===== src/rtl/uart_tx_arbiter.sv =====
// Round-robin packet arbiter sharing one uart_tx byte transmitter between N_REQ requesters.
// Optional macro UART_ARB_TAG_EN prefixes each packet with the tag byte TAG_BASE+k.
module uart_tx_arbiter #(
   parameter int          N_REQ    = 2,
   parameter logic [7:0]  TAG_BASE = 8'h30
) (
   input  logic                 i_clk,
   input  logic                 i_reset,
   input  logic [N_REQ-1:0]     i_req,
   input  logic [8*N_REQ-1:0]   i_data,
   input  logic [N_REQ-1:0]     i_last,
   output logic [N_REQ-1:0]     o_ack,
   output logic [N_REQ-1:0]     o_grant,
   output logic                 o_write,
   output logic [7:0]           o_data,
   input  logic                 i_busy
);

   localparam int IW = (N_REQ > 1) ? $clog2(N_REQ) : 1;
   localparam logic [IW:0]   NR       = (IW+1)'(N_REQ);
   localparam logic [IW-1:0] LAST_IDX = IW'(N_REQ-1);

`ifdef UART_ARB_TAG_EN
   typedef enum logic [2:0] {S_IDLE, S_ISSUE, S_WAIT, S_HOLD, S_TAG} state_t;
`else
   typedef enum logic [2:0] {S_IDLE, S_ISSUE, S_WAIT, S_HOLD} state_t;
`endif

   state_t          r_state;
   logic [IW-1:0]   r_ptr;
   logic [IW-1:0]   r_owner;
   logic            r_last_q;

   logic            w_found;
   logic [IW-1:0]   w_pick;
   logic [IW:0]     w_sum;
   logic [N_REQ-1:0] w_pick_oh;
   logic [7:0]      w_pick_data;
   logic            w_pick_last;
   logic [7:0]      w_own_data;
   logic            w_own_last;
   logic            w_own_req;
   logic [IW-1:0]   w_next_ptr;

   // First requester at or above the pointer, wrapping at N_REQ-1.
   always_comb begin
      w_found = 1'b0;
      w_pick  = '0;
      w_sum   = '0;
      for (int i = 0; i < N_REQ; i++) begin
         w_sum = {1'b0, r_ptr} + (IW+1)'(i);
         if (w_sum >= NR) w_sum = w_sum - NR;
         if (!w_found && i_req[w_sum[IW-1:0]]) begin
            w_found = 1'b1;
            w_pick  = w_sum[IW-1:0];
         end
      end
   end

   always_comb begin
      w_pick_oh   = '0;
      w_pick_data = '0;
      w_pick_last = 1'b0;
      w_own_data  = '0;
      w_own_last  = 1'b0;
      w_own_req   = 1'b0;
      for (int k = 0; k < N_REQ; k++) begin
         if (w_pick == IW'(k)) begin
            w_pick_oh[k] = 1'b1;
            w_pick_data  = i_data[8*k +: 8];
            w_pick_last  = i_last[k];
         end
         if (r_owner == IW'(k)) begin
            w_own_data = i_data[8*k +: 8];
            w_own_last = i_last[k];
            w_own_req  = i_req[k];
         end
      end
   end

   assign w_next_ptr = (r_owner == LAST_IDX) ? '0 : r_owner + 1'b1;

   always_ff @(posedge i_clk or posedge i_reset) begin
      if (i_reset) begin
         r_state  <= S_IDLE;
         r_ptr    <= '0;
         r_owner  <= '0;
         r_last_q <= 1'b0;
         o_write  <= 1'b0;
         o_data   <= 8'h00;
         o_ack    <= '0;
         o_grant  <= '0;
      end else begin
         o_ack <= '0;
         case (r_state)
            S_IDLE: begin
               // Busy may still be high after reset while uart_tx finishes a byte.
               if (!i_busy && w_found) begin
                  r_owner <= w_pick;
                  o_grant <= w_pick_oh;
`ifdef UART_ARB_TAG_EN
                  r_state <= S_TAG;
`else
                  o_data   <= w_pick_data;
                  r_last_q <= w_pick_last;
                  o_ack    <= w_pick_oh;
                  o_write  <= 1'b1;
                  r_state  <= S_ISSUE;
`endif
               end
            end
`ifdef UART_ARB_TAG_EN
            S_TAG: begin
               o_data   <= TAG_BASE + {{(8-IW){1'b0}}, r_owner};
               r_last_q <= 1'b0;
               o_write  <= 1'b1;
               r_state  <= S_ISSUE;
            end
`endif
            S_ISSUE: begin
               // uart_tx samples i_write only on its bit tick; hold until busy proves it.
               if (i_busy) begin
                  o_write <= 1'b0;
                  r_state <= S_WAIT;
               end
            end
            S_WAIT: begin
               if (!i_busy) begin
                  if (r_last_q) begin
                     o_grant <= '0;
                     r_ptr   <= w_next_ptr;
                     r_state <= S_IDLE;
                  end else begin
                     r_state <= S_HOLD;
                  end
               end
            end
            S_HOLD: begin
               if (w_own_req) begin
                  o_data   <= w_own_data;
                  r_last_q <= w_own_last;
                  o_ack    <= o_grant;
                  o_write  <= 1'b1;
                  r_state  <= S_ISSUE;
               end
            end
            default: r_state <= S_IDLE;
         endcase
      end
   end

endmodule

===== config.mk =====
export PLATFORM = sky130hd
export DESIGN_NAME = uart_tx_arbiter
export DESIGN_NICKNAME = d
export VERILOG_FILES = /design/src/rtl/uart_tx_arbiter.sv
export SDC_FILE = /design/constraint.sdc
export NUM_CORES = 1
export LEC_CHECK = 0
export CAP_MARGIN = 20
export CELL_PAD_IN_SITES_DETAIL_PLACEMENT = 1
export CELL_PAD_IN_SITES_GLOBAL_PLACEMENT = 2
export CORE_MARGIN = 3
export CORE_UTILIZATION = 27
export DETAILED_ROUTE_END_ITERATION = 8
export PLACE_DENSITY = 0.78
export SLEW_MARGIN = 20
export SYNTH_ARGS = -nofsm -noshare
export SYNTH_HDL_FRONTEND = slang
export SYNTH_SLANG_ARGS = --single-unit

===== constraint.sdc =====
create_clock -name i_clk -period 2.15 [get_ports i_clk]
set_clock_uncertainty 0.2 [all_clocks]
set_input_delay 0.43 -clock i_clk [delete_from_list [all_inputs] [get_ports i_clk]]
set_output_delay 0.43 -clock i_clk [all_outputs]
set_load 0.02 [all_outputs]

# Yosys cells after proc, flatten, opt, wreduce, memory -nomap -nowiden
# Cells that the tools add are included.
dict set report totals {
  latchBits 0
  out_inout_bits 13
  mem_count 0
  elab_cells 80
  register_bits 19
  rom_bits 0
  mem_bits_rw 0
}
dict set report classes {
  bitwise 1
  n_addsub 4
  n_reduce_logical 14
  muxes 41
  eq_ne 8
  n_div 0
  magnitude_cmp 4
  shifts 0
  mul 0
}
# operator n
set ops {}
lappend ops {{two-way mux 8 bit} 4}
lappend ops {{two-way mux 1 bit} 21}
lappend ops {{case mux 8 bit (2 select lines)} 1}
lappend ops {{two-way mux 2 bit} 6}
lappend ops {{two-way mux 3 bit} 4}
lappend ops {{case mux 3 bit (4 select lines)} 1}
lappend ops {{AND reduction 4 bit} 3}
lappend ops {{inequality test 2 bit, second input constant} 5}
lappend ops {{case mux 2 bit (2 select lines)} 2}
lappend ops {{equality test 3 x 2 -> 1 bit, second input constant} 2}
lappend ops {{AND reduction 3 bit} 2}
lappend ops {{less-than comparator 1 x 2 -> 1 bit, second input constant} 2}
lappend ops {{nonzero test 2 bit} 2}
lappend ops {{equality test 3 x 1 -> 1 bit, second input constant} 1}
lappend ops {{logical NOT 3 bit} 1}
lappend ops {{case mux 1 bit (3 select lines)} 1}
lappend ops {{nonzero test 3 bit} 1}
lappend ops {{adder 1 x 1 -> 2 bit, second input constant} 1}
lappend ops {{>= comparator 1 x 2 -> 1 bit, second input constant} 1}
lappend ops {{>= comparator 2 bit, second input constant} 1}
lappend ops {{logical AND 1 bit} 2}
lappend ops {{logical NOT 1 bit} 2}
lappend ops {{case mux 1 bit (2 select lines)} 1}
lappend ops {{AND reduction 2 bit} 1}
lappend ops {{3 further kinds} 4}

# Longest topological paths before layout
dict set report logic_depth {
  ltp_word 11
  ltp_mapped 7
  mapped_depth_nobuf 6
}

# Worst setup path before layout
# Ideal clock, no wire load.
dict set report synth_timing {
  path_type {register to register}
  from {reg r_state[0]}
  to {reg r_state[0]}
  stages_incl_launch_ff 7
  arrival_time_ns 1.561
  path_slack_ns 0.267
  required_time_ns 1.829
  path_cell_list {dfrtp_1 -> inv_1 -> ha_1 -> mux2_4 -> a211o_1 -> a21o_1 -> o22a_1}
}
dict set report synth_between {
  elab_chain_len 3
}
# item line_no
set synth_rtl {}
lappend synth_rtl {{start: declaration} 29} ;# state_t r_state;
lappend synth_rtl {{start signal: assignment} 85} ;# r_state <= S_IDLE;
lappend synth_rtl {{start signal: assignment} 108} ;# r_state <= S_ISSUE;
lappend synth_rtl {{start signal: assignment} 124} ;# r_state <= S_WAIT;
lappend synth_rtl {{equality test 3 x 1 -> 1 bit (tied with other cells)} 95} ;# case (r_state)
lappend synth_rtl {{inequality test 2 bit (no line)} n/a}
lappend synth_rtl {{AND reduction 4 bit (no line)} n/a}
# Several ways; a longest one is shown, not always the timed one.
# A chain may end at the register's enable or synchronous reset.

# Worst setup path after layout
dict set report layout_timing {
  from {reg r_state[0]}
  to {reg r_state[1]}
}
# The elaborated chain is that of the path after synthesis.

==> metrics.txt <==
worst hold path depth=2; combinational power share=0.600; Peak VDD IR=596 uV; Setup-failing EPs final=0; antenna violations before repair=0; Flop pwr share=0.275; CTS tree=yes; final WL=3220 microns; vias in the first global route=1117; CTS clk-pin slew, worst paths=70 ps; post-layout util=0.430; cell family with most CP delay=compound AO/OA/AOI/OAI gates; Worst setup SP type=register; post-route insts no fill=200; Final Critical Period=2050 ps; Post-Syn Area=1120 sq um; CP endpoint kind=register; PortBufs=35; Power Dens Cells=1390 nW/um^2; FF-to-FF path depth=6; Critical R2R Capture=r_state[1]; EDFF count, synth=0; number of inserted diodes=0; Final ANT Viol Nets=0; FF-to-FF Start=r_state[0]; crit path buf inv count=1; synth unique cells=30; Synth area leader=dfrtp_1; CTS root buf=clkbuf_8; H-tree levels=1; synth top area cells=dfrtp_1, mux2_2, a222oi_1; Crit Path Max Fanout=6; max-slew violations=0; slowest stage cell on the critical path=dfrtp_1; Placed Area=1590 sq um; Slew @ Worst Pin=535 ps; CP Data Required Time=2100 ps; first-pass GRT wire length=5560 microns; Worst Path Arrival=1990 ps; die area=4970 sq um; postcts setup bufs=0; gr usage total=0.140; Worst Hold Class=reg2reg; post-synthesis async set-or-reset flop share=1.00; Mapped Nets=135; clk sinks=18; Hold Vio Cnt, Final=0; Crit path depth=6; post-route cell area=1650 sq um; internal power=0.00135 W; drt drc=0; register bit total from synthesis=18; final estimated routing congestion in global placement=0.705; CORE AREA=3830 sq um; dpl cells=196; post-CTS resize count=0; Leak=0.684 nW; relative slew slack=0.643; r2r setup slk=100 ps; # nets final=180; unrepaired setup endpoints after global routing=no; io pins=36; worst path cell trace=inv_1 > ha_1 > mux2_4 > a211o_1 > a21o_1 > o22a_1; Die Span Y=70.5 microns; DR iter-0 viols=51; Net Sw Power=0.000932 W; TritonRoute pass-1 iters=4; Starting Density=0.294; critical hold path startpoint=r_ptr; Post-Syn Instances=108; most frequent cell after synthesis=dfrtp_1; Largest stage delay, worst path=410 ps; clock network fraction of design power=0.124; number of placement rows=22; GRT overflow=0; layout cells sized above 1=0.204; Highest Clock Rate=488 MHz; CTS Buffer Depth=2; post-synth top area share=0.401; DR vias=1051; sw frac=0.408; largest net degree at the start of global routing=19; CP Class=reg2reg; vias per cell=5.26; register area share after synthesis=0.401; Clock Latency Late Sink=260 ps; Area Overhead vs Synth=46.5%; final worst path period share=0.953; DR WL/cell=16.1 microns; # Max-Cap Violations=0; predominant post-synthesis flop cell=dfrtp_1; top post-synthesis cells by count=dfrtp_1, mux2_2, o21ai_0, o31ai_1, a222oi_1; # hold bufs at CTS=0; Num CTS Buffers=3; outcome=finished clean; Syn Area/Cell=10.4 sq um; HPWL after DPL=2520 microns; Warnings, synthesis=0; hold endpoint=r_ptr; chip width=70.5 microns
placed cells by master, fill, tap and decap left out:
| cell | n |
|---|---|
| clkdlybuf4s50_1 | 35 |
| dfrtp_1 | 18 |
| buf_4 | 13 |
| mux2_2 | 12 |
| o31ai_1 | 10 |
| o21ai_0 | 10 |
| a222oi_1 | 9 |
| nor2_1 | 5 |
| nand2_1 | 4 |
| inv_1 | 4 |
| ha_1 | 4 |
| clkbuf_8 | 4 |
| nand2b_1 | 3 |
| nor3b_1 | 2 |
| mux2i_1 | 2 |
| a21oi_1 | 2 |
| o22a_1 | 2 |
| a22oi_1 | 2 |
| and2_1 | 1 |
| nor3_1 | 1 |
| o221ai_1 | 1 |
| a21oi_2 | 1 |
| and3b_1 | 1 |
| o21ai_1 | 1 |
| nand3b_1 | 1 |
| mux2_4 | 1 |
| a211o_1 | 1 |
| a21o_1 | 1 |
| nor2b_1 | 1 |
cell type report:
class / count / area (sq um)
flip-flops and latches: 18 / 450
clock buffers: 4 / 55.1
fillers: 425 / 2180
inverters: 4 / 15.0
well taps: 48 / 60.1
repair buffers: 48 / 448
multi-input cells: 78 / 618
worst min-delay path: cells and delay by family, from the launching register on:
family / cells / cell delay (ps)
DFF: 1 / 340
AOI/OAI and AO/OA: 1 / 60
and+or+nand+nor: 1 / 50
routing by layer:
metal,track usage,vias up,share of wire
met5,0,-,0
met4,0.0255,0,0.0065
met3,0.0446,5,0.058
met2,0.249,32,0.52
met1,0.164,507,0.42
li1,-,507,-
worst max path at each step:
stage,end,slack [ps],from
floorplan,r_state[0],270,r_state[0]
global placement,r_owner,-70,i_req[1]
detailed placement,r_state[1],-110,i_busy
CTS,r_state[1],90,r_state[0]
global route,r_state[1],10,r_state[0]
finish,r_state[1],100,r_state[0]
sequential cells by signal (all words and copies together) (netlist names):
signal,count
o_ack,2
o_data,8
o_grant,2
o_write,1
r_last_q,1
r_owner,1
r_ptr,1
r_state,2
power groups by stage:
stage	registers (W)	clock network, W	logic, W
after floorplan	0.000714	0	0.000769
after global placement	0.000627	0	0.00134
after detailed placement	0.000637	0	0.00139
after CTS	0.000634	0.000292	0.00139
after global routing	0.000660	0.000309	0.00151
final	0.000628	0.000284	0.00137
kinds of logic after synthesis:
family / Yosys count / share of synthesized area
AOI/OAI and AO/OA: 40 / 0.264
adders and majority gates: 4 / 0.0445
buffers and inverters: 12 / 0.0490
DFF: 18 / 0.401
muxes: 15 / 0.151
and+or+nand+nor: 19 / 0.0902
metrics by stage:
step / power [W] / hold slack (ps) / setup WS, ps / TNS [ps]
detailed placement: 0.00202 / 264 / -113 / -778
global placement: 0.00197 / 261 / -70.7 / -481
finish: 0.00228 / 279 / 102 / 0
global route: 0.00248 / 345 / 13.6 / 0
CTS: 0.00232 / 281 / 92.5 / 0
floorplan: 0.00148 / 169 / 267 / 0
(Power assumes the default switching activity.)
